[config.mk]
export PLATFORM = sky130hd
export DESIGN_NAME = idu
export DESIGN_NICKNAME = d
export VERILOG_FILES = /design/src/rtl/idu.sv
export SDC_FILE = /design/constraint.sdc
export NUM_CORES = 1
export LEC_CHECK = 0
export BUFFER_PORTS_ARGS = -buffer_cell sky130_fd_sc_hd__buf_2
export CORE_MARGIN = 10
export CORE_UTILIZATION = 49
export DETAILED_ROUTE_END_ITERATION = 8
export MAX_ROUTING_LAYER = met4
export PLACE_DENSITY = 0.84
export SLEW_MARGIN = 0
export SYNTH_ARGS = -nofsm -noshare
export SYNTH_HDL_FRONTEND = slang
export SYNTH_SLANG_ARGS = --single-unit
export TNS_END_PERCENT = 1
[constraint.sdc]
create_clock -name clk -period 8.05 [get_ports clk]
set_clock_uncertainty 0.2 [all_clocks]
set_input_delay 2.415 -clock clk [delete_from_list [all_inputs] [get_ports clk]]
set_output_delay 2.415 -clock clk [all_outputs]
set_load 0.05 [all_outputs]
[src/rtl/idu.sv]
// Instruction decode unit: decodes fetched RV32 words and buffers them in a two-entry
// output/skid pair. Optional feature macro: IDU_RV32E_EN (RV32E register-index check).
module idu #(
  parameter int unsigned WIDTH = 32
) (
  input  logic             clk,
  input  logic             rst,
  input  logic             ifu_valid,
  input  logic [31:0]      ifu_inst,
  input  logic [WIDTH-1:0] ifu_pc,
  output logic             ifu_ready,
  output logic             idu_valid,
  input  logic             idu_ready,
  output logic [WIDTH-1:0] idu_pc,
  output logic [6:0]       idu_opcode,
  output logic [2:0]       idu_funct3,
  output logic             idu_funct7b5,
  output logic [4:0]       idu_rs1,
  output logic [4:0]       idu_rs2,
  output logic [4:0]       idu_rd,
  output logic [31:0]      idu_imm,
  output logic [2:0]       idu_type,
  output logic             idu_wen,
  output logic             idu_illegal
);

  localparam logic [2:0] TypeR   = 3'd0;
  localparam logic [2:0] TypeI   = 3'd1;
  localparam logic [2:0] TypeS   = 3'd2;
  localparam logic [2:0] TypeB   = 3'd3;
  localparam logic [2:0] TypeU   = 3'd4;
  localparam logic [2:0] TypeJ   = 3'd5;
  localparam logic [2:0] TypeIll = 3'd7;

`ifdef IDU_RV32E_EN
  localparam bit RvE = 1'b1;
`else
  localparam bit RvE = 1'b0;
`endif

  typedef enum logic [1:0] {StEmpty, StOne, StTwo} state_e;

  typedef struct packed {
    logic [WIDTH-1:0] pc;
    logic [6:0]       opcode;
    logic [2:0]       funct3;
    logic             funct7b5;
    logic [4:0]       rs1;
    logic [4:0]       rs2;
    logic [4:0]       rd;
    logic [31:0]      imm;
    logic [2:0]       typ;
    logic             wen;
    logic             illegal;
  } dec_t;

  state_e state_q, state_d;
  dec_t   dec, out_q, skid_q;
  logic   push, pop;
  logic   load_out, load_skid, out_from_skid;
  logic   use_rs1, use_rs2, use_rd, wen_raw, ill_raw, rve_bad;

  // Combinational decode of the word currently offered by fetch.
  always_comb begin
    dec          = '0;
    dec.pc       = ifu_pc;
    dec.opcode   = ifu_inst[6:0];
    dec.funct3   = ifu_inst[14:12];
    dec.funct7b5 = ifu_inst[30];
    dec.rs1      = ifu_inst[19:15];
    dec.rs2      = ifu_inst[24:20];
    dec.rd       = ifu_inst[11:7];
    use_rs1      = 1'b0;
    use_rs2      = 1'b0;
    use_rd       = 1'b0;
    wen_raw      = 1'b0;
    ill_raw      = 1'b0;
    unique case (ifu_inst[6:0])
      7'b0110111, 7'b0010111: begin
        dec.typ = TypeU;
        dec.imm = {ifu_inst[31:12], 12'b0};
        use_rd  = 1'b1;
        wen_raw = 1'b1;
      end
      7'b1101111: begin
        dec.typ = TypeJ;
        dec.imm = {{12{ifu_inst[31]}}, ifu_inst[19:12], ifu_inst[20], ifu_inst[30:21], 1'b0};
        use_rd  = 1'b1;
        wen_raw = 1'b1;
      end
      7'b1100111, 7'b0000011, 7'b0010011: begin
        dec.typ = TypeI;
        dec.imm = {{20{ifu_inst[31]}}, ifu_inst[31:20]};
        use_rs1 = 1'b1;
        use_rd  = 1'b1;
        wen_raw = 1'b1;
      end
      7'b1110011: begin
        dec.typ = TypeI;
        dec.imm = {{20{ifu_inst[31]}}, ifu_inst[31:20]};
        use_rs1 = 1'b1;
        use_rd  = 1'b1;
        wen_raw = (ifu_inst[14:12] != 3'b000);
      end
      7'b0100011: begin
        dec.typ = TypeS;
        dec.imm = {{20{ifu_inst[31]}}, ifu_inst[31:25], ifu_inst[11:7]};
        use_rs1 = 1'b1;
        use_rs2 = 1'b1;
      end
      7'b1100011: begin
        dec.typ = TypeB;
        dec.imm = {{19{ifu_inst[31]}}, ifu_inst[31], ifu_inst[7], ifu_inst[30:25],
                   ifu_inst[11:8], 1'b0};
        use_rs1 = 1'b1;
        use_rs2 = 1'b1;
      end
      7'b0110011: begin
        dec.typ = TypeR;
        use_rs1 = 1'b1;
        use_rs2 = 1'b1;
        use_rd  = 1'b1;
        wen_raw = 1'b1;
      end
      default: ill_raw = 1'b1;
    endcase
    rve_bad = (use_rs1 & ifu_inst[19]) | (use_rs2 & ifu_inst[24]) | (use_rd & ifu_inst[11]);
    if (ill_raw || (RvE && rve_bad)) begin
      dec.illegal = 1'b1;
      dec.typ     = TypeIll;
      dec.imm     = '0;
      dec.wen     = 1'b0;
    end else begin
      dec.wen = wen_raw & (ifu_inst[11:7] != 5'd0);
    end
  end

  // Ready/valid depend on state_q only, keeping ifu_ready free of input paths.
  assign ifu_ready = (state_q != StTwo);
  assign idu_valid = (state_q != StEmpty);
  assign push      = ifu_valid & ifu_ready;
  assign pop       = idu_valid & idu_ready;

  always_ff @(posedge clk or posedge rst) begin
    if (rst) state_q <= StEmpty;
    else     state_q <= state_d;
  end

  always_comb begin
    state_d       = state_q;
    load_out      = 1'b0;
    load_skid     = 1'b0;
    out_from_skid = 1'b0;
    unique case (state_q)
      StEmpty: begin
        if (push) begin
          state_d  = StOne;
          load_out = 1'b1;
        end
      end
      StOne: begin
        unique case ({push, pop})
          2'b11: load_out = 1'b1;
          2'b10: begin
            state_d   = StTwo;
            load_skid = 1'b1;
          end
          2'b01: state_d = StEmpty;
          default: ;
        endcase
      end
      StTwo: begin
        if (pop) begin
          state_d       = StOne;
          out_from_skid = 1'b1;
        end
      end
      default: state_d = StEmpty;
    endcase
  end

  always_ff @(posedge clk or posedge rst) begin
    if (rst) begin
      out_q  <= '0;
      skid_q <= '0;
    end else begin
      if (load_out)           out_q <= dec;
      else if (out_from_skid) out_q <= skid_q;
      if (load_skid)          skid_q <= dec;
    end
  end

  assign idu_pc       = out_q.pc;
  assign idu_opcode   = out_q.opcode;
  assign idu_funct3   = out_q.funct3;
  assign idu_funct7b5 = out_q.funct7b5;
  assign idu_rs1      = out_q.rs1;
  assign idu_rs2      = out_q.rs2;
  assign idu_rd       = out_q.rd;
  assign idu_imm      = out_q.imm;
  assign idu_type     = out_q.typ;
  assign idu_wen      = out_q.wen;
  assign idu_illegal  = out_q.illegal;

endmodule

==> results of run 1 <==
[kinds of logic (layout without fill, tap and decap cells)]
kind of cell	count (synthesis)	in the layout	share of synthesized area (%)
simple gates	440	440	21.9
compound gates	184	184	15.1
xor+xnor	1	1	0.108
mux	1	1	0.139
buf+inv	66	210	3.44
other cells	0	5	0
flops	192	192	59.3
[stage by stage]
stage               util, %  total power [µW]  area [µm²]  setup WS, ns
detailed placement     56.3              2450        9040          2.92
finish                 60.2              3320        9670          3.39
floorplan                 -              2160        8110         0.208
CTS                    60.1              3330        9650          3.38
global route           60.2              3490        9660          3.16
global placement       56.3              2420        9040          3.00
[tightest hold or removal path: stages, from the launching register on]
cell and delay, ns:
dfrtp_1 0.34, nand2_1 0.05, nand2_1 0.05
[power by group through the flow]
stage               registers [µW]  logic [µW]  clock network, µW
CTS                           1400        1050                887
global route                  1430        1130                927
global placement              1400        1020                  0
detailed placement            1410        1050                  0
floorplan                     1810         353                  0
finish                        1400        1040                879
[registers in the layout (all words and copies together) (netlist names), 5 cells and up]
name,flops
idu_imm,32
idu_opcode,7
idu_pc,32
idu_rd,5
idu_rs1,5
idu_rs2,5
skid_q,95
[Yosys cell counts (all sizes together)]
cell type,instances
a221o,6
nor4bb,1
o21ai,29
nand2b,3
xor2,1
a221oi,1
o22ai,2
a21o,1
o31ai,1
dfrtp,192
o32ai,1
buf,23
or4,1
a31oi,9
nand3,19
or2,2
nor2b,3
or3,1
a2111oi,1
nand4b,2
nor2,39
a21oi,45
o21a,1
inv,7
and4bb,1
nand2,356
and3,11
o32a,1
a32oi,8
o311a,1
a22oi,76
clkbuf,36
o221a,1
nor3,1
mux2,1
[layout make-up]
cell class	count	area (µm²)
Fill cell	1410	6390
Sequential cell	192	4800
Multi-Input combinational cell	626	3060
Timing Repair Buffer	171	873
Clock buffer	19	453
Tap cell	216	270
Clock inverter	13	161
Inverter	7	33.8
Antenna cell	5	12.5
[worst max path at each step]
stage	slack (ns)	end	startpoint
2_1_floorplan	0.21	idu_funct3[0]$_DFFE_PP0P_	rst
3_3_place_gp	3.00	idu_imm[30]$_DFFE_PP0P_	idu_ready
3_5_place_dp	2.92	idu_imm[26]$_DFFE_PP0P_	idu_ready
4_1_cts	3.38	idu_imm[26]$_DFFE_PP0P_	idu_ready
5_1_grt	3.16	idu_imm[26]$_DFFE_PP0P_	idu_ready
6_report	3.39	idu_imm[29]$_DFFE_PP0P_	idu_ready
[metal layers]
| metal | share of wire [%] | wire [µm] | up-vias |
|---|---|---|---|
| met5 | 0 | 0 | - |
| met4 | 0.82 | 189 | 0 |
| met3 | 9.0 | 2060 | 15 |
| met2 | 47 | 10900 | 313 |
| met1 | 43 | 9840 | 3428 |
| li1 | - | - | 3248 |
==> key figures, run 1 <==
Logic synthesis
  • Synthesized flop and latch total: between 150 and 200
  • Area share of the leading cell type in the synthesized netlist: 59.3%
  • Syn Inst Count: between 800 and 900
  • Top cell type by total area after synthesis: dfrtp_1
  • Synthesized area per cell: 9.17 µm²
  • Count of cell types in the netlist: between 40 and 50
  • Seq/Total Area, Yosys: about 59%
  • Area contributors post-synth: dfrtp_1 (59%), nand2_1 (16%), a22oi_1 (7.0%)
  • YS warnings: 0
  • Mapped cell area: 0.00811 mm²
  • Mapped Nets: 952

Global route
  • Initial antenna violation count: 4
  • Grt met1 use: a little over a quarter
  • Vias in the first global route: around 7,000
  • Global Route Usage Sum: 21.1%
  • Remaining global-route overflow: 0
  • Grt peak-use layer: met2
  • Largest net degree at the start of global routing: 134
  • Met2 Use GR: 32.4%
  • Global-route wire length before repair: 36,700 µm
  • Met3 usage: under 10%

Clock network
  • Clk_lat worst skew: about 0.43 ns
  • Clock buffer depth: 2
  • CTS tree: built
  • Root buf cell: clkbuf_16
  • Resize count post-CTS: 0
  • TritonCTS Buffers: 17
  • Post-CTS Repair Setup Buffers: 0
  • Clk sinks: about 190
  • H-tree levels: 4
  • Hold buffers post-CTS: 0
  • Clock transition at path regs: about 0.070 ns

Setup path
  • Worst path arrival time: roughly 4.8 ns
  • Cells along the critical path: buf_2 > inv_1 > nor2_4 > buf_4 > nor2_4 > buf_4 > a22oi_1 > nand3_1
  • CP Class: input pin to flip-flop
  • Max incr delay on CP: approximately 0.86 ns
  • Worst Path Buf+Inv: 4
  • CP Max Fanout: 95
  • Reg2reg end: idu_opcode[2]$_DFFE_PP0P_
  • Flop-to-flop setup slack: between 4 and 5 ns
  • Worst r2r path cells: 6
  • Type of origin of the critical path: input pin
  • Endpoint type of the worst setup path: flip-flop
  • Critical path required time: a little over 8 ns
  • CP max-delay cell: nor2_4
  • CP top delay family: buffers and inverters
  • WP depth: 8
  • Worst r2r src: state_q[0]$_DFFE_PP0P_

Placement
  • Placer Congestion: approximately 0.9
  • Dpl hpwl: roughly 15,000 µm
  • PortBufs: about 160
  • Dpl cells: approximately 1,200

Finish
  • Layout area overhead: 19.2%
  • Commonest non-fill, non-tap cell in the layout: nand2_1
  • Net count, final: 1,083
  • Share of cells above drive strength 1: between 20% and 30%
  • Finished Layout Cells: 1,249
  • Most frequent cells in the layout: nand2_1 (354), dfrtp_1 (192), buf_2 (164), a22oi_1 (76), a21oi_1 (45)

Routing
  • Drt pass-1 iters: 6
  • Detailed-route via count: about 7,000
  • Initial detailed-routing violation count: 657
  • Drt total wl: approximately 23,000 µm
  • DR DRC count: 0
  • ANT nets after route: 0
  • Routed vias/inst: around 5.6
  • Routed len/inst: around 18 µm

Min path
  • Hold crit path type: flip-flop to flip-flop
  • Min-Delay Startpoint: idu_pc[30]$_DFFE_PP0P_
  • Worst Hold Path EP: idu_pc[30]$_DFFE_PP0P_
  • Worst Hold Depth: 2

Timing
  • Worst-margin pin slew: around 1.1 ns
  • Slew Limit Fails: 0
  • Final min period: 4.66 ns
  • Final Hold Fails: 0
  • Fin crit share: 57.9%
  • Hold slack: around 0.27 ns
  • Achievable Freq: roughly 0.21 GHz
  • TNS Setup: 0 ns
  • RSZ-0062 raised after global routing: false
  • Final setup fails: 0
  • Slew margin rel.: 27.2%

Floorplanning
  • Chip height: about 150 µm
  • Row Count: 46
  • IO Count: 165
  • Total core area: between 0.015 and 0.02 mm²
  • Die X: 149 µm
  • Die Footprint: roughly 0.022 mm²
  • Initial Utilization: 50.5%

Power
  • IR drop worst, VDD: approximately 0.17 mV
  • P per Cell Area: about 340 mW/mm²
  • Clock Power Share: 26.5%
  • Leak pwr: between 0.004 and 0.005 µW
  • Combinational power share: a little under a third
  • P_sw: 1310 µW
  • Sequential power share: 42.2%
  • Int Power: 2000 µW
  • Sw Share: between 30 and 40%

Run status
  • Status: completed

Flow run
  • Max_cap viols: 0
Power figures use the tool's default switching activity.
==> run 2, diff against run 1 <==
--- a/config.mk
+++ b/config.mk
@@ -7,10 +7,10 @@
 export LEC_CHECK = 0
 export BUFFER_PORTS_ARGS = -buffer_cell sky130_fd_sc_hd__buf_2
 export CORE_MARGIN = 10
-export CORE_UTILIZATION = 49
+export CORE_UTILIZATION = 50
 export DETAILED_ROUTE_END_ITERATION = 8
 export MAX_ROUTING_LAYER = met4
-export PLACE_DENSITY = 0.84
+export PLACE_DENSITY = 0.83
 export SLEW_MARGIN = 0
 export SYNTH_ARGS = -nofsm -noshare
 export SYNTH_HDL_FRONTEND = slang
==> constraint.sdc (replaced) <==
create_clock -name clk -period 4.85 [get_ports clk]
set_clock_uncertainty 0.2 [all_clocks]
set_input_delay 1.455 -clock clk [delete_from_list [all_inputs] [get_ports clk]]
set_output_delay 1.455 -clock clk [all_outputs]
set_load 0.05 [all_outputs]
==> run 2 against run 1 <==
Against the previous run: clock power rose by 50%; core utilization grew 0.42 points; critical path depth fell by 2; flip-flop and latch count unchanged; sequential share of layout area grew 0.19 points; routed wire length decreased by 2.2%; sequential power up 66%; largest cell class unchanged; largest power group unchanged.
==> key figures, run 2 (synthesis results as in run 1) <==
Finish
  • Layout area overhead: 18.8%
  • Share of cells above drive strength 1: a little over a fifth
  • Final core utilization: approximately three fifths
  • Net count, final: roughly 1,100
  • Commonest non-fill, non-tap cell in the layout: nand2_1
  • Max reg flops: 95
  • Top reg by flops: skid_q
  • Cell area after layout: slightly below 0.01 mm²
  • Most frequent cells in the layout: nand2_1 (354), dfrtp_1 (192), buf_2 (164), a22oi_1 (76), a21oi_1 (45)

Power
  • P per Cell Area: 557 mW/mm²
  • Sw Share: 39.6%
  • Combinational power share: about a third
  • Int Power: 3240 µW
  • Clock Power Share: 24.6%
  • Leak pwr: between 0.004 and 0.005 µW
  • IR drop worst, VDD: between 0.2 and 0.3 mV
  • Sequential power share: 43.3%
  • P_sw: approximately 2100 µW

Routing
  • Routed vias/inst: 5.54
  • Detailed-route via count: approximately 7,000
  • Drt total wl: around 22,000 µm
  • Drt pass-1 iters: 5
  • Routed len/inst: 18.0 µm
  • Initial detailed-routing violation count: slightly below 600
  • ANT nets after route: 0
  • DR DRC count: 0

Global route
  • Largest net degree at the start of global routing: 122
  • Global-route wire length before repair: between 30,000 and 40,000 µm
  • Initial antenna violation count: 3
  • Vias in the first global route: approximately 7,000
  • Remaining global-route overflow: 0
  • Global Route Usage Sum: a little over a fifth

Setup path
  • Worst r2r path cells: 5
  • CP Max Fanout: 21
  • Endpoint type of the worst setup path: flip-flop
  • Launch point of the worst path: ifu_inst[1]
  • Worst path arrival time: between 3 and 4 ns
  • Flop-to-flop setup slack: approximately 2.4 ns
  • Type of origin of the critical path: input pin
  • Worst r2r src: state_q[1]$_DFFE_PP0P_
  • Reg2reg end: idu_imm[25]$_DFFE_PP0P_
  • CP Class: input pin to flip-flop
  • Critical path required time: 4.98 ns

Run status
  • Status: completed

Floorplanning
  • Die Footprint: 0.0217 mm²
  • Total core area: 0.0159 mm²
  • Initial Utilization: ~50%
  • Row Count: between 40 and 50
  • Die X: 147 µm
  • IO Count: about 170
  • Chip height: around 150 µm

Placement
  • Placer Congestion: around 0.9
  • Placement Cell Area: 0.00908 mm²
  • Dpl hpwl: ~15,000 µm
  • PortBufs: ~160
  • Place WS: 1.23 ns

Clock network
  • Resize count post-CTS: 0
  • Clk sinks: approximately 190
  • TritonCTS Buffers: 17
  • Clk_lat worst skew: roughly 0.42 ns
  • Clock transition at path regs: around 0.06 ns
  • H-tree levels: 4
  • Hold buffers post-CTS: 0
  • Post-CTS Repair Setup Buffers: 0
  • Root buf cell: clkbuf_16
  • CTS tree: built
  • Clock buffer depth: 2

Timing
  • Slew Limit Fails: 0
  • Achievable Freq: between 0.3 and 0.4 GHz
  • TNS Setup: 0 ns
  • Worst Setup Slack, final: ~1.6 ns
  • Hold slack: around 0.27 ns
  • Slew margin rel.: between 20% and 30%
  • Final Hold Fails: 0
  • Final min period: approximately 3.2 ns
  • Fin crit share: approximately 67%
  • Worst-margin pin slew: 1.11 ns
  • Final setup fails: 0
  • RSZ-0062 raised after global routing: false

Flow run
  • Max_cap viols: 0

Min path
  • Worst Hold Depth: 2
  • Min-Delay Startpoint: idu_pc[28]$_DFFE_PP0P_
  • Hold crit path type: flip-flop to flip-flop
  • Worst Hold Path EP: idu_pc[28]$_DFFE_PP0P_
-- run 2: metal layers --
| metal | share of wire (%) | up-vias | track usage, % |
|---|---|---|---|
| met1 | 42 | 3338 | 26.7 |
| met3 | 9.2 | 29 | 6.88 |
| met4 | 1.8 | 0 | 6.05 |
| li1 | - | 3255 | - |
| met2 | 47 | 286 | 32.7 |
| met5 | 0 | - | - |
-- run 2: critical path, cell delays in order --
cell and delay, ns:
buf_2 0.17, nand2_1 0.12, or3_4 0.35, o22ai_2 0.79, a22oi_1 0.24, o21ai_0 0.22
-- run 2: how the worst max path moves through the flow --
| stage | endpoint | slack (ns) | depth (start not counted) |
|---|---|---|---|
| 6_report | idu_imm[25]$_DFFE_PP0P_ | 1.62 | 6 |
| 5_1_grt | idu_imm[22]$_DFFE_PP0P_ | 1.46 | 6 |
| 4_1_cts | idu_imm[25]$_DFFE_PP0P_ | 1.66 | 6 |
| 3_5_place_dp | idu_imm[25]$_DFFE_PP0P_ | 1.23 | 6 |
| 3_3_place_gp | idu_pc[8]$_DFFE_PP0P_ | 1.28 | 7 |
| 2_1_floorplan | idu_funct3[0]$_DFFE_PP0P_ | 0.72 | 1 |
-- run 2: layout make-up --
cell class | instances | area (µm²)
Clock inverter | 5 | 58.8
Timing Repair Buffer | 175 | 916
Multi-Input combinational cell | 626 | 3060
Inverter | 7 | 30.0
Tap cell | 216 | 270
Sequential cell | 192 | 4800
Clock buffer | 22 | 484
Fill cell | 1421 | 6260
Antenna cell | 3 | 7.51
-- run 2: power groups by stage --
stage          registers (µW)  clock network [µW]  logic [µW]
2_1_floorplan            3000                   0         586
3_3_place_gp             2320                   0        1700
3_5_place_dp             2340                   0        1750
4_1_cts                  2320                1340        1750
5_1_grt                  2380                1410        1880
6_report                 2320                1320        1720
-- run 2: stage by stage --
stage / total power, µW / instances
CTS: 5400 / 1243
global placement: 4030 / 1216
detailed placement: 4080 / 1216
floorplan: 3580 / 884
finish: 5360 / 1246
global route: 5670 / 1246
